==> config.mk <==
export PLATFORM = sky130hd
export DESIGN_NAME = multicycle_control
export DESIGN_NICKNAME = d
export VERILOG_FILES = /design/src/rtl/rv_ctrl_pkg.sv /design/src/rtl/multicycle_control.sv
export SDC_FILE = /design/constraint.sdc
export NUM_CORES = 1
export LEC_CHECK = 0
export ABC_CLOCK_PERIOD_IN_PS = 4300
export CORE_UTILIZATION = 52
export CTS_CLUSTER_DIAMETER = 150
export DETAILED_ROUTE_END_ITERATION = 8
export GPL_TIMING_DRIVEN = 0
export HOLD_SLACK_MARGIN = 0.05
export MAX_ROUTING_LAYER = met4
export PLACE_DENSITY_LB_ADDON = 0.05
export SLEW_MARGIN = 10
export SYNTH_ARGS = -nofsm -noshare
export SYNTH_HDL_FRONTEND = slang
export SYNTH_SLANG_ARGS = --single-unit
==> constraint.sdc <==
create_clock -name clk_i -period 4.3 [get_ports clk_i]
set_input_delay 0.86 -clock clk_i [delete_from_list [all_inputs] [get_ports clk_i]]
set_output_delay 0.86 -clock clk_i [all_outputs]
set_load 0.01 [all_outputs]
==> src/rtl/rv_ctrl_pkg.sv <==
// Shared encodings for the RV32I multi-cycle sequencer: opcodes, FSM states,
// ALU op classes, PC source selects and trap causes.
package rv_ctrl_pkg;

  localparam logic [6:0] OPCODE_R     = 7'b0110011;
  localparam logic [6:0] OPCODE_I     = 7'b0010011;
  localparam logic [6:0] OPCODE_LOAD  = 7'b0000011;
  localparam logic [6:0] OPCODE_STORE = 7'b0100011;
  localparam logic [6:0] OPCODE_B     = 7'b1100011;
  localparam logic [6:0] OPCODE_LUI   = 7'b0110111;
  localparam logic [6:0] OPCODE_AUIPC = 7'b0010111;
  localparam logic [6:0] OPCODE_JAL   = 7'b1101111;
  localparam logic [6:0] OPCODE_JALR  = 7'b1100111;

  typedef enum logic [3:0] {
    ST_FETCH      = 4'd0,
    ST_DECODE     = 4'd1,
    ST_EXEC_R     = 4'd2,
    ST_EXEC_I     = 4'd3,
    ST_EXEC_LUI   = 4'd4,
    ST_EXEC_AUIPC = 4'd5,
    ST_WB_ALU     = 4'd6,
    ST_MEM_ADDR   = 4'd7,
    ST_MEM_RD     = 4'd8,
    ST_WB_MEM     = 4'd9,
    ST_MEM_WR     = 4'd10,
    ST_BRANCH     = 4'd11,
    ST_JAL        = 4'd12,
    ST_JALR       = 4'd13,
    ST_TRAP       = 4'd14
  } state_t;

  localparam logic [2:0] ALU_OP_ADD   = 3'b000;
  localparam logic [2:0] ALU_OP_SUB   = 3'b001;
  localparam logic [2:0] ALU_OP_R     = 3'b010;
  localparam logic [2:0] ALU_OP_I     = 3'b011;
  localparam logic [2:0] ALU_OP_PASSB = 3'b100;

  localparam logic [1:0] PC_SRC_PC4    = 2'b00;
  localparam logic [1:0] PC_SRC_TARGET = 2'b01;
  localparam logic [1:0] PC_SRC_ALU    = 2'b10;

  localparam logic [1:0] CAUSE_NONE    = 2'b00;
  localparam logic [1:0] CAUSE_ILLEGAL = 2'b01;
  localparam logic [1:0] CAUSE_IMEM    = 2'b10;
  localparam logic [1:0] CAUSE_DMEM    = 2'b11;

  typedef struct packed {
    logic [2:0] op;
    logic       src;
    logic       data1;
  } alu_ctrl_t;

  // WB_ALU is shared by all ALU-class instructions, so it re-derives the
  // EXEC controls from the still-valid opcode to keep the result stable.
  function automatic alu_ctrl_t wb_alu_ctrl(input logic [6:0] opcode);
    alu_ctrl_t c;
    c = '{op: ALU_OP_ADD, src: 1'b0, data1: 1'b0};
    case (opcode)
      OPCODE_R:     c = '{op: ALU_OP_R,     src: 1'b0, data1: 1'b0};
      OPCODE_I:     c = '{op: ALU_OP_I,     src: 1'b1, data1: 1'b0};
      OPCODE_LUI:   c = '{op: ALU_OP_PASSB, src: 1'b1, data1: 1'b0};
      OPCODE_AUIPC: c = '{op: ALU_OP_ADD,   src: 1'b1, data1: 1'b1};
      default:      c = '{op: ALU_OP_ADD,   src: 1'b0, data1: 1'b0};
    endcase
    return c;
  endfunction

endpackage

==> src/rtl/multicycle_control.sv <==
// Multi-cycle RV32I sequencer: steps the shared datapath through fetch, decode,
// execute, memory and writeback, with memory wait timeouts and a sticky trap.
module multicycle_control
  import rv_ctrl_pkg::*;
#(
  parameter int WAIT_MAX = 15
) (
  input  logic       clk_i,
  input  logic       rst_i,
  input  logic [6:0] opcode_i,
  input  logic       imem_ready_i,
  input  logic       dmem_ready_i,
  input  logic       branch_taken_i,
  output logic       imem_req_o,
  output logic       dmem_req_o,
  output logic       mem_read_o,
  output logic       mem_write_o,
  output logic       ir_write_o,
  output logic       pc_write_o,
  output logic [1:0] pc_src_o,
  output logic       reg_write_o,
  output logic       men_to_reg_o,
  output logic       link_o,
  output logic [2:0] alu_op_o,
  output logic       alu_src_o,
  output logic       alu_data1_o,
  output logic       retire_o,
  output logic       halted_o,
  output logic [1:0] cause_o,
  output logic [3:0] state_o
);

  // Handshake: a memory access completes in the first cycle where the request
  // is high and the matching ready is high; ready outside a request is ignored.

  localparam logic [7:0] WAIT_LAST = 8'(WAIT_MAX - 1);

  state_t     state, state_next;
  logic [1:0] cause_q, cause_next;
  logic [7:0] wait_cnt;
  logic       waiting;
  logic       live;
  alu_ctrl_t  wb_ctrl;

  assign live    = ~rst_i;
  assign wb_ctrl = wb_alu_ctrl(opcode_i);
  assign state_o = state;
  assign cause_o = cause_q;

  always_ff @(posedge clk_i or posedge rst_i) begin
    if (rst_i) begin
      state    <= ST_FETCH;
      cause_q  <= CAUSE_NONE;
      wait_cnt <= 8'd0;
    end else begin
      state   <= state_next;
      cause_q <= cause_next;
      if (state_next != state) wait_cnt <= 8'd0;
      else if (waiting)        wait_cnt <= wait_cnt + 8'd1;
    end
  end

  always_comb begin
    state_next = state;
    cause_next = cause_q;
    waiting    = 1'b0;
    case (state)
      ST_FETCH: begin
        if (imem_ready_i) state_next = ST_DECODE;
        else begin
          waiting = 1'b1;
          if (wait_cnt == WAIT_LAST) begin
            state_next = ST_TRAP;
            cause_next = CAUSE_IMEM;
          end
        end
      end
      ST_DECODE: begin
        case (opcode_i)
          OPCODE_R:     state_next = ST_EXEC_R;
          OPCODE_I:     state_next = ST_EXEC_I;
          OPCODE_LOAD,
          OPCODE_STORE: state_next = ST_MEM_ADDR;
          OPCODE_B:     state_next = ST_BRANCH;
          OPCODE_LUI:   state_next = ST_EXEC_LUI;
          OPCODE_AUIPC: state_next = ST_EXEC_AUIPC;
          OPCODE_JAL:   state_next = ST_JAL;
          OPCODE_JALR:  state_next = ST_JALR;
          default: begin
            state_next = ST_TRAP;
            cause_next = CAUSE_ILLEGAL;
          end
        endcase
      end
      ST_EXEC_R, ST_EXEC_I, ST_EXEC_LUI, ST_EXEC_AUIPC: state_next = ST_WB_ALU;
      ST_MEM_ADDR: state_next = (opcode_i == OPCODE_STORE) ? ST_MEM_WR : ST_MEM_RD;
      ST_MEM_RD, ST_MEM_WR: begin
        if (dmem_ready_i) state_next = (state == ST_MEM_RD) ? ST_WB_MEM : ST_FETCH;
        else begin
          waiting = 1'b1;
          if (wait_cnt == WAIT_LAST) begin
            state_next = ST_TRAP;
            cause_next = CAUSE_DMEM;
          end
        end
      end
      ST_WB_ALU, ST_WB_MEM, ST_BRANCH, ST_JAL, ST_JALR: state_next = ST_FETCH;
      ST_TRAP: state_next = ST_TRAP;
      default: state_next = ST_FETCH;
    endcase
  end

  always_comb begin
    imem_req_o   = 1'b0;
    dmem_req_o   = 1'b0;
    mem_read_o   = 1'b0;
    mem_write_o  = 1'b0;
    ir_write_o   = 1'b0;
    pc_write_o   = 1'b0;
    pc_src_o     = PC_SRC_PC4;
    reg_write_o  = 1'b0;
    men_to_reg_o = 1'b0;
    link_o       = 1'b0;
    alu_op_o     = ALU_OP_ADD;
    alu_src_o    = 1'b0;
    alu_data1_o  = 1'b0;
    retire_o     = 1'b0;
    halted_o     = 1'b0;
    case (state)
      ST_FETCH: begin
        imem_req_o = 1'b1;
        ir_write_o = imem_ready_i & live;
        pc_write_o = imem_ready_i & live;
      end
      ST_EXEC_R: alu_op_o = ALU_OP_R;
      ST_EXEC_I: begin
        alu_op_o  = ALU_OP_I;
        alu_src_o = 1'b1;
      end
      ST_EXEC_LUI: begin
        alu_op_o  = ALU_OP_PASSB;
        alu_src_o = 1'b1;
      end
      ST_EXEC_AUIPC: begin
        alu_op_o    = ALU_OP_ADD;
        alu_src_o   = 1'b1;
        alu_data1_o = 1'b1;
      end
      ST_WB_ALU: begin
        alu_op_o    = wb_ctrl.op;
        alu_src_o   = wb_ctrl.src;
        alu_data1_o = wb_ctrl.data1;
        reg_write_o = 1'b1;
        retire_o    = 1'b1;
      end
      ST_MEM_ADDR: alu_src_o = 1'b1;
      ST_MEM_RD: begin
        dmem_req_o = 1'b1;
        mem_read_o = 1'b1;
        alu_src_o  = 1'b1;
      end
      ST_WB_MEM: begin
        reg_write_o  = 1'b1;
        men_to_reg_o = 1'b1;
        retire_o     = 1'b1;
      end
      ST_MEM_WR: begin
        dmem_req_o  = 1'b1;
        mem_write_o = 1'b1;
        alu_src_o   = 1'b1;
        retire_o    = dmem_ready_i & live;
      end
      ST_BRANCH: begin
        alu_op_o   = ALU_OP_SUB;
        pc_src_o   = PC_SRC_TARGET;
        pc_write_o = branch_taken_i;
        retire_o   = 1'b1;
      end
      ST_JAL: begin
        reg_write_o = 1'b1;
        link_o      = 1'b1;
        pc_src_o    = PC_SRC_TARGET;
        pc_write_o  = 1'b1;
        retire_o    = 1'b1;
      end
      ST_JALR: begin
        alu_src_o   = 1'b1;
        reg_write_o = 1'b1;
        link_o      = 1'b1;
        pc_src_o    = PC_SRC_ALU;
        pc_write_o  = 1'b1;
        retire_o    = 1'b1;
      end
      ST_TRAP: halted_o = 1'b1;
      default: ;
    endcase
  end

endmodule

==> flow_summary.toml <==
[placed_design]
dp_hpwl_microns = 2978
gp_congestion = 0.8783
dp_slack_ps = 575.7
portBuffers = 35

[synth]
synth_seq_cells = 14
synth_top_flop_cell = "dfrtp_1"
synthTopCellsByCount = "nor2_1 (21), nand2_1 (17), dfrtp_1 (14), nor4_1 (12), a21oi_1 (9)"
synth.largest_area_cell = "dfrtp_1"
synth_warnings = 0
netlist_instances = 166
syn_area_sq_um = 1297
synth_edf_count = 0
yosysMostFrequentCell = "nor2_1"
async_reset_ff_share_pct = 100.0
avgSynthCellArea_sq_um = 7.816
syn-num-nets = 180
ys_types = 50
synthTopCellsByArea = "dfrtp_1 (27%), nor2_1 (6.1%), nor4_1 (5.8%)"
synth.top_cell.area_share_pct = 27.00
seq_area_frac_synth_pct = 27.00

[global_routing]
overflow = 0
antenna_found_initial = 0
grt_use_total_pct = 32.97
grt_pass1_wl_microns = 6417
grt_max_degree = 16
grt_pass1_vias = 1389

[timing]
clock_skew_ps = 10.34
fin_crit_ps = 3826
tns_ps = 0
max_clock_freq_ghz = 0.2614
grt_setup_unrepaired = "no"
slew_headroom_pct = 49.76
setup_viol = 0
finalWorstSetupSlack_ps = 473.9
hold_viol = 0
post-route-period-util_pct = 88.98
whs_ps = 522.2
tightest_slew_ps = 750.1
final_max_slew_viol_count = 0

[clock_tree]
clock_sinks = 14
insertion_delay_ps = 280
cts_hold_buf = 0
cts_made_buffers = 3
cts.clk_slew.worst_paths_ps = 80
ctsLongestPathBuffers = 2
cts_tree = "yes"
ctsRootBufferMaster = "clkbuf_4"
ctsResizeCount = 0
ctsHtreeMaxLevel = 1
cts_setup_buffers = 0

[floorplan]
core_sq_um = 2276
fp-row-count = 17
die_y_microns = 51.95
ios = 36
initial_core_util_pct = 57.01
chipWidth_microns = 51.95
die-area_sq_um = 2699

[worst_setup_path]
crit_path_start_kind = "input pin"
worstSetupPathType = "input pin to primary output"
critical_path.cell_chain = "clkdlybuf4s50_1 > nand2b_1 > nor3_1 > and3_1 > inv_1 > o22ai_1 > clkdlybuf4s50_1"
slowest_delay_ps = 580
cp_top_family = "buffers and inverters"
endpoint_kind = "primary output"
worst-path-max-fanout = 6
slowest_stage = "clkdlybuf4s50_1"
crit_arrival_ps = 2970
required_ps = 3440
crit_top_cell = "clkdlybuf4s50_1"
worst-path-buf-inv = 3

[drt]
wl_per_cell_microns = 17.00
drtIter0Drc = 57
final_antenna_net_count = 0
vias_per_cell = 6.250
drt_wl_total_microns = 3943
drcViolationCount = 0
drt_first_pass_iters = 4
vias = 1450

[run_status]
status = "finished, final reports clean"

[power]
power_leakage_uw = 0.0006679
p_switching_uw = 54.82
p_int_uw = 176.9
swShare_pct = 23.66
pwr-share-comb_pct = 11.8
power_density_nw_per_um2 = 135.9
ir_worst_vdd_mv = 0.1616
power.share.clock_pct = 31.4
power.total_uw = 231.7
p_seq_share_pct = 56.8

[layout]
nets = 220
diodes = 0
drive_above_1_share_pct = 10.29
area_growth_pct = 31.44

[worst_hold_path]
holdCritPathClass = "flop to flop"

[job]
maxCapViolations = 0
## per-layer routing
metal / part of all wire [%] / track usage (%) / up-vias
li1: - / - / 680
met1: 43 / 40.15 / 696
met2: 50 / 57.91 / 67
met3: 5.8 / 2.339 / 7
met4: 1.2 / 9.910 / 0
met5: 0 / - / -
## final timing paths
kind	from	to	slack [ps]	cells past startpoint
max	opcode_i[6]	alu_data1_o	470	7
min	cause_o[0]	cause_o[0]	520	1
max reg2reg	state_o[3]	wait_cnt[4]	2100	6
min reg2reg	cause_o[0]	cause_o[0]	520	1
max in group asynchronous	rst_i	wait_cnt[6]	2910	2
min in group asynchronous	rst_i	cause_o[1]	1000	2
## state kept, by name (all words and copies together), names as in the netlist
| register | count |
|---|---|
| wait_cnt | 8 |
| cause_o | 2 |
| state_o | 4 |
## cells by family (layout without fill, tap and decap cells)
logic type | count (synthesis) | after routing | synth area share (%)
AOI/OAI and AO/OA | 37 | 37 | 21.31
xor gates and xnor gates | 7 | 7 | 4.725
adders and majority gates | 2 | 2 | 1.928
buffers and inverters | 15 | 53 | 4.822
DFF | 14 | 14 | 27.00
muxes | 1 | 1 | 0.7715
and+or+nand+nor | 90 | 90 | 39.44
## power groups by stage
stage          Sequential [uW]  Combinational (uW)  Clock [uW]
2_1_floorplan              134                9.92           0
3_3_place_gp               134                25.7           0
3_5_place_dp               134                27.0           0
4_1_cts                    132                27.2        72.3
5_1_grt                    132                29.6        76.0
6_report                   132                27.4        72.8
## worst register-to-register path, delay by kind of cell (launching register included)
family,cells,cell delay (ps)
AOI/OAI and AO/OA,2,690
and+or+nand+nor,3,720
buffers and inverters,1,220
DFF,1,460
## placed cells by master (no fill, tap or decap), types with 3 or more instances in the layout
cell and instances:
clkdlybuf4s50_1 35, nor2_1 21, nand2_1 17, dfrtp_1 14, nor4_1 12, a21oi_1 9, inv_1 8, nor3_1 7
o21ai_0 5, nand2b_1 4, xnor2_1 4, nand3_1 3, a21o_1 3, clkbuf_1 3, a211oi_1 3, or2_2 3
xor2_1 3, clkbuf_4 3
## per-stage QoR
step	area (sq um)	std cells	util [%]
after floorplan	1297	166	-
after global placement	1683	229	73.94
after detailed placement	1683	229	73.94
after CTS	1705	232	74.93
after global routing	1705	232	74.93
final	1705	232	74.93
## final cells by class
cell class | instances | area, sq um
Inverter | 9 | 33.78
Clock buffer | 3 | 22.52
Fill cell | 176 | 570.5
Buffer | 6 | 28.78
Tap cell | 28 | 35.03
Multi-Input combinational cell | 137 | 884.6
Timing Repair Buffer | 35 | 350.3
Sequential cell | 14 | 350.3
(Power assumes the default switching activity.)
